[src/rtl/pl_spi_pkg.sv]
// pl_spi_pkg: constants shared by the PL SPI master and slave.
//   - SPI mode (CPOL/CPHA)
//   - status register bit positions
//   - slave FSM state encoding
package pl_spi_pkg;

  localparam logic CPOL = 1'b0;
  localparam logic CPHA = 1'b0;

  localparam int ST_BUSY   = 0;
  localparam int ST_RX_RDY = 1;
  localparam int ST_OVR    = 2;
  localparam int ST_TX_EMP = 3;
  localparam int ST_UND    = 4;
  localparam int ST_ABT    = 5;
  localparam int ST_TX_FUL = 6;
  localparam int ST_DONE   = 7;

  typedef enum logic [1:0] {
    S_IDLE  = 2'd0,
    S_LOAD  = 2'd1,
    S_SHIFT = 2'd2
  } state_e;

endpackage

[src/rtl/pl_spi_slave_if.sv]
// pl_spi_slave_if: SPI pins plus the register-bank side of the slave.
//   slave  modport : used by pl_spi_slave
//   master modport : used by whoever drives the pins / register bank
interface pl_spi_slave_if;
  logic       i_SPI_Clk;
  logic       i_SPI_CS;
  logic       i_SPI_MOSI;
  logic       o_SPI_MISO;
  logic [7:0] i_TxBuffer;
  logic       i_Tx_Wr;
  logic       i_Rx_Ack;
  logic       i_Clr_Flags;
  logic [7:0] o_RxBuffer;
  logic [7:0] o_StatusReg;
  logic [7:0] o_Rx_Cnt;

  modport slave (
    input  i_SPI_Clk, i_SPI_CS, i_SPI_MOSI, i_TxBuffer, i_Tx_Wr, i_Rx_Ack, i_Clr_Flags,
    output o_SPI_MISO, o_RxBuffer, o_StatusReg, o_Rx_Cnt
  );

  modport master (
    output i_SPI_Clk, i_SPI_CS, i_SPI_MOSI, i_TxBuffer, i_Tx_Wr, i_Rx_Ack, i_Clr_Flags,
    input  o_SPI_MISO, o_RxBuffer, o_StatusReg, o_Rx_Cnt
  );
endinterface

[src/rtl/pl_spi_tx_fifo.sv]
// pl_spi_tx_fifo: synchronous first-word-fall-through FIFO.
//   clk/rst_l : clock, synchronous active-low reset
//   push/din  : write strobe and data (dropped when full unless popping)
//   pop       : read strobe (ignored when empty)
//   full/empty: registered status, valid the cycle after push/pop
//   dout      : head of queue
module pl_spi_tx_fifo #(
  parameter int DEPTH = 4,
  parameter int WIDTH = 8
) (
  input  logic             clk,
  input  logic             rst_l,
  input  logic             push,
  input  logic [WIDTH-1:0] din,
  input  logic             pop,
  output logic             full,
  output logic             empty,
  output logic [WIDTH-1:0] dout
);
  localparam int AW = $clog2(DEPTH);

  logic [WIDTH-1:0] mem_q [DEPTH];
  logic [AW-1:0]    wr_ptr_q, wr_ptr_d, rd_ptr_q, rd_ptr_d;
  logic [AW:0]      cnt_q, cnt_d;
  logic             full_q, full_d, empty_q, empty_d;
  logic             do_push, do_pop;

  // Pop is resolved first so a push on a full FIFO with a pop is accepted.
  always_comb begin
    do_pop   = pop & ~empty_q;
    do_push  = push & (~full_q | do_pop);
    wr_ptr_d = do_push ? wr_ptr_q + AW'(1) : wr_ptr_q;
    rd_ptr_d = do_pop  ? rd_ptr_q + AW'(1) : rd_ptr_q;
    cnt_d    = cnt_q + (AW+1)'(do_push) - (AW+1)'(do_pop);
    full_d   = (cnt_d == (AW+1)'(DEPTH));
    empty_d  = (cnt_d == '0);
  end

  always_ff @(posedge clk) begin
    if (!rst_l) begin
      wr_ptr_q <= '0;
      rd_ptr_q <= '0;
      cnt_q    <= '0;
      full_q   <= 1'b0;
      empty_q  <= 1'b1;
    end else begin
      wr_ptr_q <= wr_ptr_d;
      rd_ptr_q <= rd_ptr_d;
      cnt_q    <= cnt_d;
      full_q   <= full_d;
      empty_q  <= empty_d;
    end
  end

  always_ff @(posedge clk) begin
    if (do_push) mem_q[wr_ptr_q] <= din;
  end

  assign full  = full_q;
  assign empty = empty_q;
  assign dout  = mem_q[rd_ptr_q];
endmodule

[src/rtl/pl_spi_slave.sv]
// pl_spi_slave: SPI mode-0 slave, MSB first, 8-bit frames.
//   i_Clk   : system clock, >= 8x SCLK
//   i_Rst_L : synchronous active-low reset
//   bus     : SPI pins, TX push, RX ack, flag clear, RX byte, status, RX count
module pl_spi_slave
  import pl_spi_pkg::*;
#(
  parameter int         TX_DEPTH  = 4,
  parameter logic [7:0] IDLE_FILL = 8'hFF
) (
  input  logic           i_Clk,
  input  logic           i_Rst_L,
  pl_spi_slave_if.slave  bus
);
  // {mosi, cs, sclk}; history kept for cs and sclk only
  logic [2:0] meta_q, meta_d, sync_q, sync_d;
  logic [1:0] hist_q, hist_d;
  logic       sclk_rise, sclk_fall, cs_fall, cs_rise, mosi;

  state_e     state_q, state_d;
  logic [2:0] bit_cnt_q, bit_cnt_d;
  logic [7:0] rx_sr_q, rx_sr_d, tx_sr_q, tx_sr_d, rx_buf_q, rx_buf_d, rx_cnt_q, rx_cnt_d;
  logic       miso_q, miso_d, busy_q, busy_d, rx_rdy_q, rx_rdy_d;
  logic       ovr_q, ovr_d, und_q, und_d, abt_q, abt_d, done_q, done_d;
  logic       load, pop, fifo_full, fifo_empty;
  logic [7:0] fifo_dout;

  pl_spi_tx_fifo #(.DEPTH(TX_DEPTH), .WIDTH(8)) u_fifo (
    .clk   (i_Clk),
    .rst_l (i_Rst_L),
    .push  (bus.i_Tx_Wr),
    .din   (bus.i_TxBuffer),
    .pop   (pop),
    .full  (fifo_full),
    .empty (fifo_empty),
    .dout  (fifo_dout)
  );

  assign sclk_rise =  sync_q[0] & ~hist_q[0];
  assign sclk_fall = ~sync_q[0] &  hist_q[0];
  assign cs_fall   = ~sync_q[1] &  hist_q[1];
  assign cs_rise   =  sync_q[1] & ~hist_q[1];
  assign mosi      =  sync_q[2];

  always_comb begin
    meta_d    = {bus.i_SPI_MOSI, bus.i_SPI_CS, bus.i_SPI_Clk};
    sync_d    = meta_q;
    hist_d    = sync_q[1:0];
    state_d   = state_q;
    bit_cnt_d = bit_cnt_q;
    rx_sr_d   = rx_sr_q;
    tx_sr_d   = tx_sr_q;
    miso_d    = miso_q;
    rx_buf_d  = rx_buf_q;
    rx_cnt_d  = rx_cnt_q;
    busy_d    = ~sync_q[1];
    // clears first; any set below overrides them
    rx_rdy_d  = rx_rdy_q & ~bus.i_Rx_Ack;
    ovr_d     = ovr_q  & ~bus.i_Clr_Flags;
    und_d     = und_q  & ~bus.i_Clr_Flags;
    abt_d     = abt_q  & ~bus.i_Clr_Flags;
    done_d    = done_q & ~bus.i_Clr_Flags;
    load      = 1'b0;

    case (state_q)
      S_IDLE: begin
        miso_d    = 1'b0;
        bit_cnt_d = '0;
        if (cs_fall) state_d = S_LOAD;
      end
      default: begin
        if (cs_rise) begin
          if (bit_cnt_q != '0) abt_d = 1'b1;
          if (state_q == S_SHIFT && rx_cnt_q != '0) done_d = 1'b1;
          state_d   = S_IDLE;
          miso_d    = 1'b0;
          bit_cnt_d = '0;
        end else if (state_q == S_LOAD) begin
          load     = 1'b1;
          rx_cnt_d = '0;
          state_d  = S_SHIFT;
        end else if (sclk_rise) begin
          rx_sr_d = {rx_sr_q[6:0], mosi};
          if (bit_cnt_q == 3'd7) begin
            rx_buf_d  = rx_sr_d;
            rx_cnt_d  = rx_cnt_q + 8'd1;
            if (rx_rdy_q) ovr_d = 1'b1;
            rx_rdy_d  = 1'b1;
            bit_cnt_d = '0;
          end else begin
            bit_cnt_d = bit_cnt_q + 3'd1;
          end
        end else if (sclk_fall) begin
          // a fall with the counter at 0 follows a completed byte
          if (bit_cnt_q == '0) begin
            load = 1'b1;
          end else begin
            tx_sr_d = {tx_sr_q[6:0], 1'b0};
            miso_d  = tx_sr_q[6];
          end
        end
      end
    endcase

    pop = load & ~fifo_empty;
    if (load) begin
      tx_sr_d = fifo_empty ? IDLE_FILL : fifo_dout;
      miso_d  = tx_sr_d[7];
      if (fifo_empty) und_d = 1'b1;
    end
  end

  // Synchronizers run through reset so they always track the pins; a frame
  // already in progress at reset release produces no false cs_fall.
  always_ff @(posedge i_Clk) begin
    meta_q <= meta_d;
    sync_q <= sync_d;
    hist_q <= hist_d;
  end

  always_ff @(posedge i_Clk) begin
    if (!i_Rst_L) begin
      state_q   <= S_IDLE;
      bit_cnt_q <= '0;
      rx_sr_q   <= '0;
      tx_sr_q   <= '0;
      miso_q    <= 1'b0;
      rx_buf_q  <= '0;
      rx_cnt_q  <= '0;
      busy_q    <= 1'b0;
      rx_rdy_q  <= 1'b0;
      ovr_q     <= 1'b0;
      und_q     <= 1'b0;
      abt_q     <= 1'b0;
      done_q    <= 1'b0;
    end else begin
      state_q   <= state_d;
      bit_cnt_q <= bit_cnt_d;
      rx_sr_q   <= rx_sr_d;
      tx_sr_q   <= tx_sr_d;
      miso_q    <= miso_d;
      rx_buf_q  <= rx_buf_d;
      rx_cnt_q  <= rx_cnt_d;
      busy_q    <= busy_d;
      rx_rdy_q  <= rx_rdy_d;
      ovr_q     <= ovr_d;
      und_q     <= und_d;
      abt_q     <= abt_d;
      done_q    <= done_d;
    end
  end

  always_comb begin
    bus.o_StatusReg            = '0;
    bus.o_StatusReg[ST_BUSY]   = busy_q;
    bus.o_StatusReg[ST_RX_RDY] = rx_rdy_q;
    bus.o_StatusReg[ST_OVR]    = ovr_q;
    bus.o_StatusReg[ST_TX_EMP] = fifo_empty;
    bus.o_StatusReg[ST_UND]    = und_q;
    bus.o_StatusReg[ST_ABT]    = abt_q;
    bus.o_StatusReg[ST_TX_FUL] = fifo_full;
    bus.o_StatusReg[ST_DONE]   = done_q;
  end

  assign bus.o_SPI_MISO = miso_q;
  assign bus.o_RxBuffer = rx_buf_q;
  assign bus.o_Rx_Cnt   = rx_cnt_q;
endmodule

[src/flat_wrapper.sv]
// flat-port wrapper written by rule: the top's interface ports become plain ports
module pl_spi_slave_flat import pl_spi_pkg::*;
#(
  parameter int         TX_DEPTH  = 4,
  parameter logic [7:0] IDLE_FILL = 8'hFF
)
  (i_Clk, i_Rst_L, bus_i_SPI_Clk, bus_i_SPI_CS, bus_i_SPI_MOSI, bus_i_TxBuffer, bus_i_Tx_Wr, bus_i_Rx_Ack, bus_i_Clr_Flags, bus_o_SPI_MISO, bus_o_RxBuffer, bus_o_StatusReg, bus_o_Rx_Cnt);
  pl_spi_slave_if bus_i ();
  input  logic i_Clk;
  input  logic i_Rst_L;
  input wire logic [$bits(bus_i.i_SPI_Clk)-1:0] bus_i_SPI_Clk;
  input wire logic [$bits(bus_i.i_SPI_CS)-1:0] bus_i_SPI_CS;
  input wire logic [$bits(bus_i.i_SPI_MOSI)-1:0] bus_i_SPI_MOSI;
  input wire logic [$bits(bus_i.i_TxBuffer)-1:0] bus_i_TxBuffer;
  input wire logic [$bits(bus_i.i_Tx_Wr)-1:0] bus_i_Tx_Wr;
  input wire logic [$bits(bus_i.i_Rx_Ack)-1:0] bus_i_Rx_Ack;
  input wire logic [$bits(bus_i.i_Clr_Flags)-1:0] bus_i_Clr_Flags;
  output wire logic [$bits(bus_i.o_SPI_MISO)-1:0] bus_o_SPI_MISO;
  output wire logic [$bits(bus_i.o_RxBuffer)-1:0] bus_o_RxBuffer;
  output wire logic [$bits(bus_i.o_StatusReg)-1:0] bus_o_StatusReg;
  output wire logic [$bits(bus_i.o_Rx_Cnt)-1:0] bus_o_Rx_Cnt;
  assign bus_i.i_SPI_Clk = bus_i_SPI_Clk;
  assign bus_i.i_SPI_CS = bus_i_SPI_CS;
  assign bus_i.i_SPI_MOSI = bus_i_SPI_MOSI;
  assign bus_i.i_TxBuffer = bus_i_TxBuffer;
  assign bus_i.i_Tx_Wr = bus_i_Tx_Wr;
  assign bus_i.i_Rx_Ack = bus_i_Rx_Ack;
  assign bus_i.i_Clr_Flags = bus_i_Clr_Flags;
  assign bus_o_SPI_MISO = bus_i.o_SPI_MISO;
  assign bus_o_RxBuffer = bus_i.o_RxBuffer;
  assign bus_o_StatusReg = bus_i.o_StatusReg;
  assign bus_o_Rx_Cnt = bus_i.o_Rx_Cnt;
  pl_spi_slave #(.TX_DEPTH(TX_DEPTH), .IDLE_FILL(IDLE_FILL)) u_core (.i_Clk(i_Clk), .i_Rst_L(i_Rst_L), .bus(bus_i));
endmodule
[config.mk]
export PLATFORM = sky130hd
export DESIGN_NAME = pl_spi_slave_flat
export DESIGN_NICKNAME = d
export VERILOG_FILES = /design/src/rtl/pl_spi_pkg.sv /design/src/rtl/pl_spi_slave_if.sv /design/src/rtl/pl_spi_tx_fifo.sv /design/src/rtl/pl_spi_slave.sv /design/src/flat_wrapper.sv
export SDC_FILE = /design/constraint.sdc
export NUM_CORES = 1
export LEC_CHECK = 0
export ABC_AREA = 1
export CAP_MARGIN = 20
export CELL_PAD_IN_SITES_DETAIL_PLACEMENT = 0
export CELL_PAD_IN_SITES_GLOBAL_PLACEMENT = 2
export CORE_ASPECT_RATIO = 0.6
export CORE_MARGIN = 2
export CORE_UTILIZATION = 36
export CTS_BUF_LIST = sky130_fd_sc_hd__clkbuf_2 sky130_fd_sc_hd__clkbuf_4 sky130_fd_sc_hd__clkbuf_8
export CTS_CLUSTER_SIZE = 10
export DETAILED_ROUTE_END_ITERATION = 10
export PLACE_DENSITY = 0.78
export SLEW_MARGIN = 40
export SYNTH_ARGS = -nofsm -noshare
export SYNTH_HDL_FRONTEND = slang
export SYNTH_HIERARCHICAL = 1
export SYNTH_SLANG_ARGS = --single-unit
export TNS_END_PERCENT = 1
[constraint.sdc]
create_clock -name i_Clk -period 3.62 [get_ports i_Clk]
set_clock_uncertainty 0.15 [all_clocks]
set_input_delay 0.543 -clock i_Clk [delete_from_list [all_inputs] [get_ports i_Clk]]
set_output_delay 0.543 -clock i_Clk [all_outputs]
set_load 0.05 [all_outputs]
After elaboration in Yosys (flattened, before gate mapping). Memory sizes are Yosys's and may differ from the RTL's. A register that Yosys moved wholly into a read port is not among the register bits. Cells that the tools add are included.

Bits in registers: 59. Latch bits: 0. Bits in writable memories: 32. Memory bits (read-only): 0. Input bits: 16. Output and inout port bits: 25. Logic and storage cells: 137. Memories kept: 1.

Add/sub/neg operators: 6. Multipliers: 0. Divide/modulo/power cells: 0. Magnitude comparators: 0. Equal/unequal tests: 13. Shift-type cells: 0. Muxes and demuxes: 52. Bitwise operators: 25. Reduce and logical (&&, ||, !) cells: 19.

Memories: u_core.u_fifo.mem_q (words 4, width 8, rd ports 1, clocked after Yosys merged registers in 1, write ports 1, line pl_spi_tx_fifo.sv:22) `logic [WIDTH-1:0] mem_q [DEPTH];`.

Operators with widths (number): two-way mux 7 bit (7); two-way mux 1 bit (34); two-way mux 8 bit (4); bitwise AND 1 bit (12); two-way mux 2 bit (6); inverter 1 bit (12); AND reduction 4 bit (3); adder 8 x 1 -> 8 bit, second input constant (1); != test 2 x 1 -> 1 bit, second input constant (4); != test 4 x 2 -> 1 bit, second input constant (2); nonzero test 8 bit (1); == test 3 bit, second input constant (2); logical NOT 3 bit (2); AND reduction 6 bit (1); nonzero test 2 bit (3); nonzero test 3 bit (2); AND reduction 5 bit (1); adder 2 x 1 -> 2 bit, second input constant (2); != test 2 bit, second input constant (2); != test 4 bit, second input constant (1); AND reduction 2 bit (2); nonzero test 4 bit (1); adder 3 x 1 -> 3 bit (1); adder 3 x 1 -> 3 bit, second input constant (1); 8 further kinds (8).

Longest topological paths before layout. Gate-level depths: netlist of run 1.

Depth in word-level cells: 14. Mapped depth: 19. Depth with buffers taken out: 19.

Cells and area by module. The synthesis of run 1 kept the hierarchy.

By module, submodules not included: pl_spi_slave (instances 1, cells an instance 278, area each 2167.1 um2, seq. area each 1001.0 um2); pl_spi_tx_fifo (instances 1, cells an instance 155, area each 1762.9 um2, seq. area each 1181.1 um2).

Worst setup path before layout of run 1. No wires, ideal clock.

Path kind: register to register. Start point: reg u_core.bit_cnt_q[0]. End point: reg u_core.u_fifo.full_q (netlist: u_core/u_fifo/full). Setup time: 0.064 ns. Data arrival time: 2.573 ns. Data required time: 3.406 ns. Path slack: 0.833 ns. Stages on the path, launching flop included: 19. Buffers on the path: 0. Period minus slack after synthesis: 2.787 ns. Cell sequence: dfxtp_1 -> inv_1 -> ha_1 -> inv_1 -> nor2_1 -> a21oi_1 -> nor3_1 -> nand2_1 -> nand2_1 -> nand2_1 -> ha_1 -> inv_1 -> ha_1 -> inv_1 -> fa_1 -> inv_1 -> nor2_1 -> nand3_1 -> nor2_1.

Cells in the longest elaborated chain, start to end: 14.

Ends and longest elaborated chain: start, declared (line pl_spi_slave.sv:21) `logic [2:0] bit_cnt_q, bit_cnt_d;`; start signal, assigned (line pl_spi_slave.sv:138) `bit_cnt_q <= bit_cnt_d;`; logical NOT 3 bit * (line pl_spi_slave.sv:95) `if (bit_cnt_q == '0) begin`; two-way mux 1 bit * (line pl_spi_slave.sv:95); two-way mux 1 bit * (line pl_spi_slave.sv:93) `end else if (sclk_fall) begin`; two-way mux 1 bit * (line pl_spi_slave.sv:82) `end else if (sclk_rise) begin`; two-way mux 1 bit * (line pl_spi_slave.sv:78) `end else if (state_q == S_LOAD) begin`; two-way mux 1 bit * (line pl_spi_slave.sv:72) `if (cs_rise) begin`; two-way mux 1 bit * (line pl_spi_slave.sv:65) `case (state_q)`; bitwise AND 1 bit * (line pl_spi_slave.sv:105) `pop = load & ~fifo_empty;`; named net u_core.pop (line pl_spi_slave.sv:25) `logic load, pop, fifo_full, fifo_empty;`; bitwise AND 1 bit * (line pl_spi_tx_fifo.sv:30) `do_pop = pop & ~empty_q;`; OR 1 bit (line pl_spi_tx_fifo.sv:31) `do_push = push & (~full_q | do_pop);`; bitwise AND 1 bit (line pl_spi_tx_fifo.sv:31); adder 3 x 1 -> 3 bit (line pl_spi_tx_fifo.sv:34) `cnt_d = cnt_q + (AW+1)'(do_push) - (AW+1)'(do_pop);`; subtractor 3 x 1 -> 3 bit * (line pl_spi_tx_fifo.sv:34); == test 3 bit * (line pl_spi_tx_fifo.sv:35) `full_d = (cnt_d == (AW+1)'(DEPTH));`; end signal, assigned (line pl_spi_tx_fifo.sv:50) `full_q <= full_d;`; end, declared (line pl_spi_tx_fifo.sv:25) `logic full_q, full_d, empty_q, empty_d;`.

Mark *: on every way through the listed nets, which the timed path passes. The rest lies on a longest branch. A chain may end at the register's enable or synchronous reset.

Final worst setup path of run 1. Ends and elaborated chain as after synthesis.

==> impl_metrics.yaml, run 1 <==
placement:
  dpl_cell_area_mm2: 0.00441
  dp_hpwl_mm: 5.71
  port-buffer-count: 40
  globalplace.congestion: 0.785
layout:
  final_area_mm2: 0.00462
  area_delta_synth_final_pct: 17.5
  finish.utilization: 0.436
  drive_gt1_frac: 0.0945
  fin_nets: 499
  diodes: 0
die:
  die-area_mm2: 0.0118
  coreArea_mm2: 0.0106
  fp-row-count: 29
  io_pins: 41
  start_util: 0.371
  die_x_um: 139
  fp.dieH_um: 84.9
clocking:
  ctsResizeCount: 0
  cts-root-buf: "clkbuf_8"
  cts_setup_buffers: 0
  hold_buffers: 0
  path_clk_slew_ns: 0.09
  cts.sinks: 93
  cts-htree-levels: 3
  cts_tree: "built"
  clk-insertion-delay-late_ns: 0.35
  cts_max_path_buffers: 2
  cts_buffers: 9
setup_path:
  cp_max_fo: 5
  required_ns: 3.77
  crit_path_top_delay_cell: "fa_1"
  path_buf_inv: 5
  cp-start-kind: "flip-flop"
  path_cells: "inv_1, ha_1, inv_1, nor2_1, a21oi_1, nor3_1, nand2_1, nand2_1, nand2_1, ha_1, inv_1, ha_1, inv_1, fa_1, inv_1, nor2_1, nand3_1, nor2_1"
  cpMostUsedCell: "inv_1"
  slowest_delay_ns: 0.52
  criticalPathCategory: "flip-flop to flip-flop"
  cp.arrival_ns: 3.29
  cp_top_family: "adder cells"
  end_kind: "flip-flop"
timing:
  tightestPinTransition_ns: 0.789
  finalSetupTns_ns: 0
  finalSetupViolCount: 0
  slew_headroom: 0.472
  clock.fmax_mhz: 318
  min_period_ns: 3.15
  rsz0062_at_grt: "false"
  hold_violations: 0
  report.final.slew_viol_count: 0
  finalCritPeriodShare: 0.869
logic_synthesis:
  synth-warning-count: 6
  synth_cells: 433
  ys_ff_latch: 93
  async_flop_share: 0
  yosysSeqAreaShare: 0.555
  synth_top_area_frac: 0.311
  synth-edff-count: 32
  synth_cell_type_count: 29
  ys_top_cells_by_area: "dfxtp_1 (31%), edfxtp_1 (24%), nor2_1 (5.5%)"
  yosysMostFrequentCell: "dfxtp_1"
  synthesis.nets: 461
  synth_top_area_cell: "dfxtp_1"
  synth_flop_cell: "dfxtp_1"
  synth.avg_cell_area_um2: 9.08
  synth_area_mm2: 0.00393
  netlist_top_cells_count: "dfxtp_1 (61), nor2_1 (58), nand2_1 (55)"
global_routing:
  grt_antenna_before_repair: 0
  grt_util_all_layers: 0.141
  grt_overflow_total: 0
  grt_start_max_net_pins: 28
  grt_pass1_wl_mm: 13.3
  grt_pass1_vias: 2709
power_and_ir_drop:
  cellLeakagePower_nw: 1.83
  power_density_mw_per_mm2: 466
  ir_drop_mv: 0.204
min_path:
  holdCritPathClass: "flip-flop to flip-flop"
detailed_routing:
  wl_per_cell_um: 12.9
  viasPerCell: 4.66
  drc: 0
  routed_wl_mm: 7.92
  vias: 2868
  drtIter0Drc: 175
  postRouteAntennaNets: 0
  drtPass1Iterations: 4
job:
  maxCapViolCount: 0
run_status:
  status: "completed"
## stage by stage
stage / instances / setup slack [ns] / hold WS, ns / power [mW]
after floorplan: 433 / 0.833 / 0.160 / 1.38
after global placement: 599 / 0.577 / 0.161 / 1.46
after detailed placement: 599 / 0.501 / 0.162 / 1.46
after CTS: 615 / 0.471 / 0.184 / 2.18
after global routing: 615 / 0.137 / 0.196 / 2.27
final: 615 / 0.473 / 0.183 / 2.15
## layout by cell type, fill, tap and decap left out
cell	instances
ha_1	11
nor2_4	1
nor2_8	1
o21ai_1	10
nand3_1	19
nor2_2	3
nand2_4	4
a211oi_1	5
nor2_1	58
clkbuf_8	11
o22ai_1	8
a21oi_4	1
buf_4	3
fa_1	1
dfxtp_1	61
clkinv_2	2
nand2_1	55
nand4_1	10
a21oi_1	32
clkdlybuf4s50_1	40
nand3_4	1
or2_2	7
inv_6	1
edfxtp_1	32
clkinv_4	1
bufinv_16	1
nor3_1	5
inv_1	54
nand2_2	1
o21ai_0	30
o21ai_2	2
inv_2	5
## logic make-up after synthesis
family	Yosys count	synth area share
simple gates	165	0.196
flops	93	0.555
compound gates	88	0.123
buf+inv	75	0.0863
fa+ha+maj	12	0.0401
## final timing paths
path / from / cells after the start / slack, ns / endpoint
setup / recovery: u_core/bit_cnt_q[0] / 18 / 0.47 / u_core/u_fifo/full
hold / removal: u_core/meta_q[0] / 0 / 0.18 / u_core/sync_q[0]
setup reg to reg: u_core/bit_cnt_q[0] / 18 / 0.47 / u_core/u_fifo/full
hold reg to reg: u_core/meta_q[0] / 0 / 0.18 / u_core/sync_q[0]
## metal layers
metal / up-vias / GRT usage / share of wire
met4: 0 / 0.0422 / 0.012
met5: - / 0 / 0
met1: 1306 / 0.216 / 0.56
met2: 51 / 0.193 / 0.39
li1: 1501 / - / -
met3: 10 / 0.0395 / 0.039
## flip-flops by register name (all words and copies together) (netlist names), named ones only
signal / cells
u_core/abt_q: 1
u_core/bit_cnt_q: 3
u_core/bus.o_RxBuffer: 8
u_core/bus.o_Rx_Cnt: 8
u_core/bus.o_SPI_MISO: 1
u_core/busy_q: 1
u_core/done_q: 1
u_core/hist_q: 2
u_core/meta_q: 3
u_core/ovr_q: 1
u_core/rx_rdy_q: 1
u_core/rx_sr_q: 7
u_core/state_q: 2
u_core/sync_q: 3
u_core/tx_sr_q: 7
u_core/u_fifo/cnt_q: 3
u_core/u_fifo/empty: 1
u_core/u_fifo/full: 1
u_core/u_fifo/mem_q: 32
u_core/u_fifo/rd_ptr_q: 2
u_core/u_fifo/wr_ptr_q: 2
u_core/und_q: 1
## report_power, final
group | switching, mW | leakage [nW] | internal (mW)
sequential | 0.0390 | 0.791 | 1.14
combinational | 0.167 | 0.929 | 0.0917
clock | 0.355 | 0.110 | 0.358
total | 0.561 | 1.83 | 1.59
## final cells by class
type,count,area (um^2)
inverters,59,221
fillers,1065,5980
multi-input cells,265,1410
repair buffers,43,423
well taps,139,174
clock inverters,5,57.6
flip-flops and latches,93,2180
clock buffers,11,151
Power figures use the tool's default switching activity.
==> run 2: changes to the inputs <==
Settings changed: SETUP_SLACK_MARGIN set to 0.02.
==> results of run 2 <==
The final DEF is identical to that of run 1; final timing and power are the same.
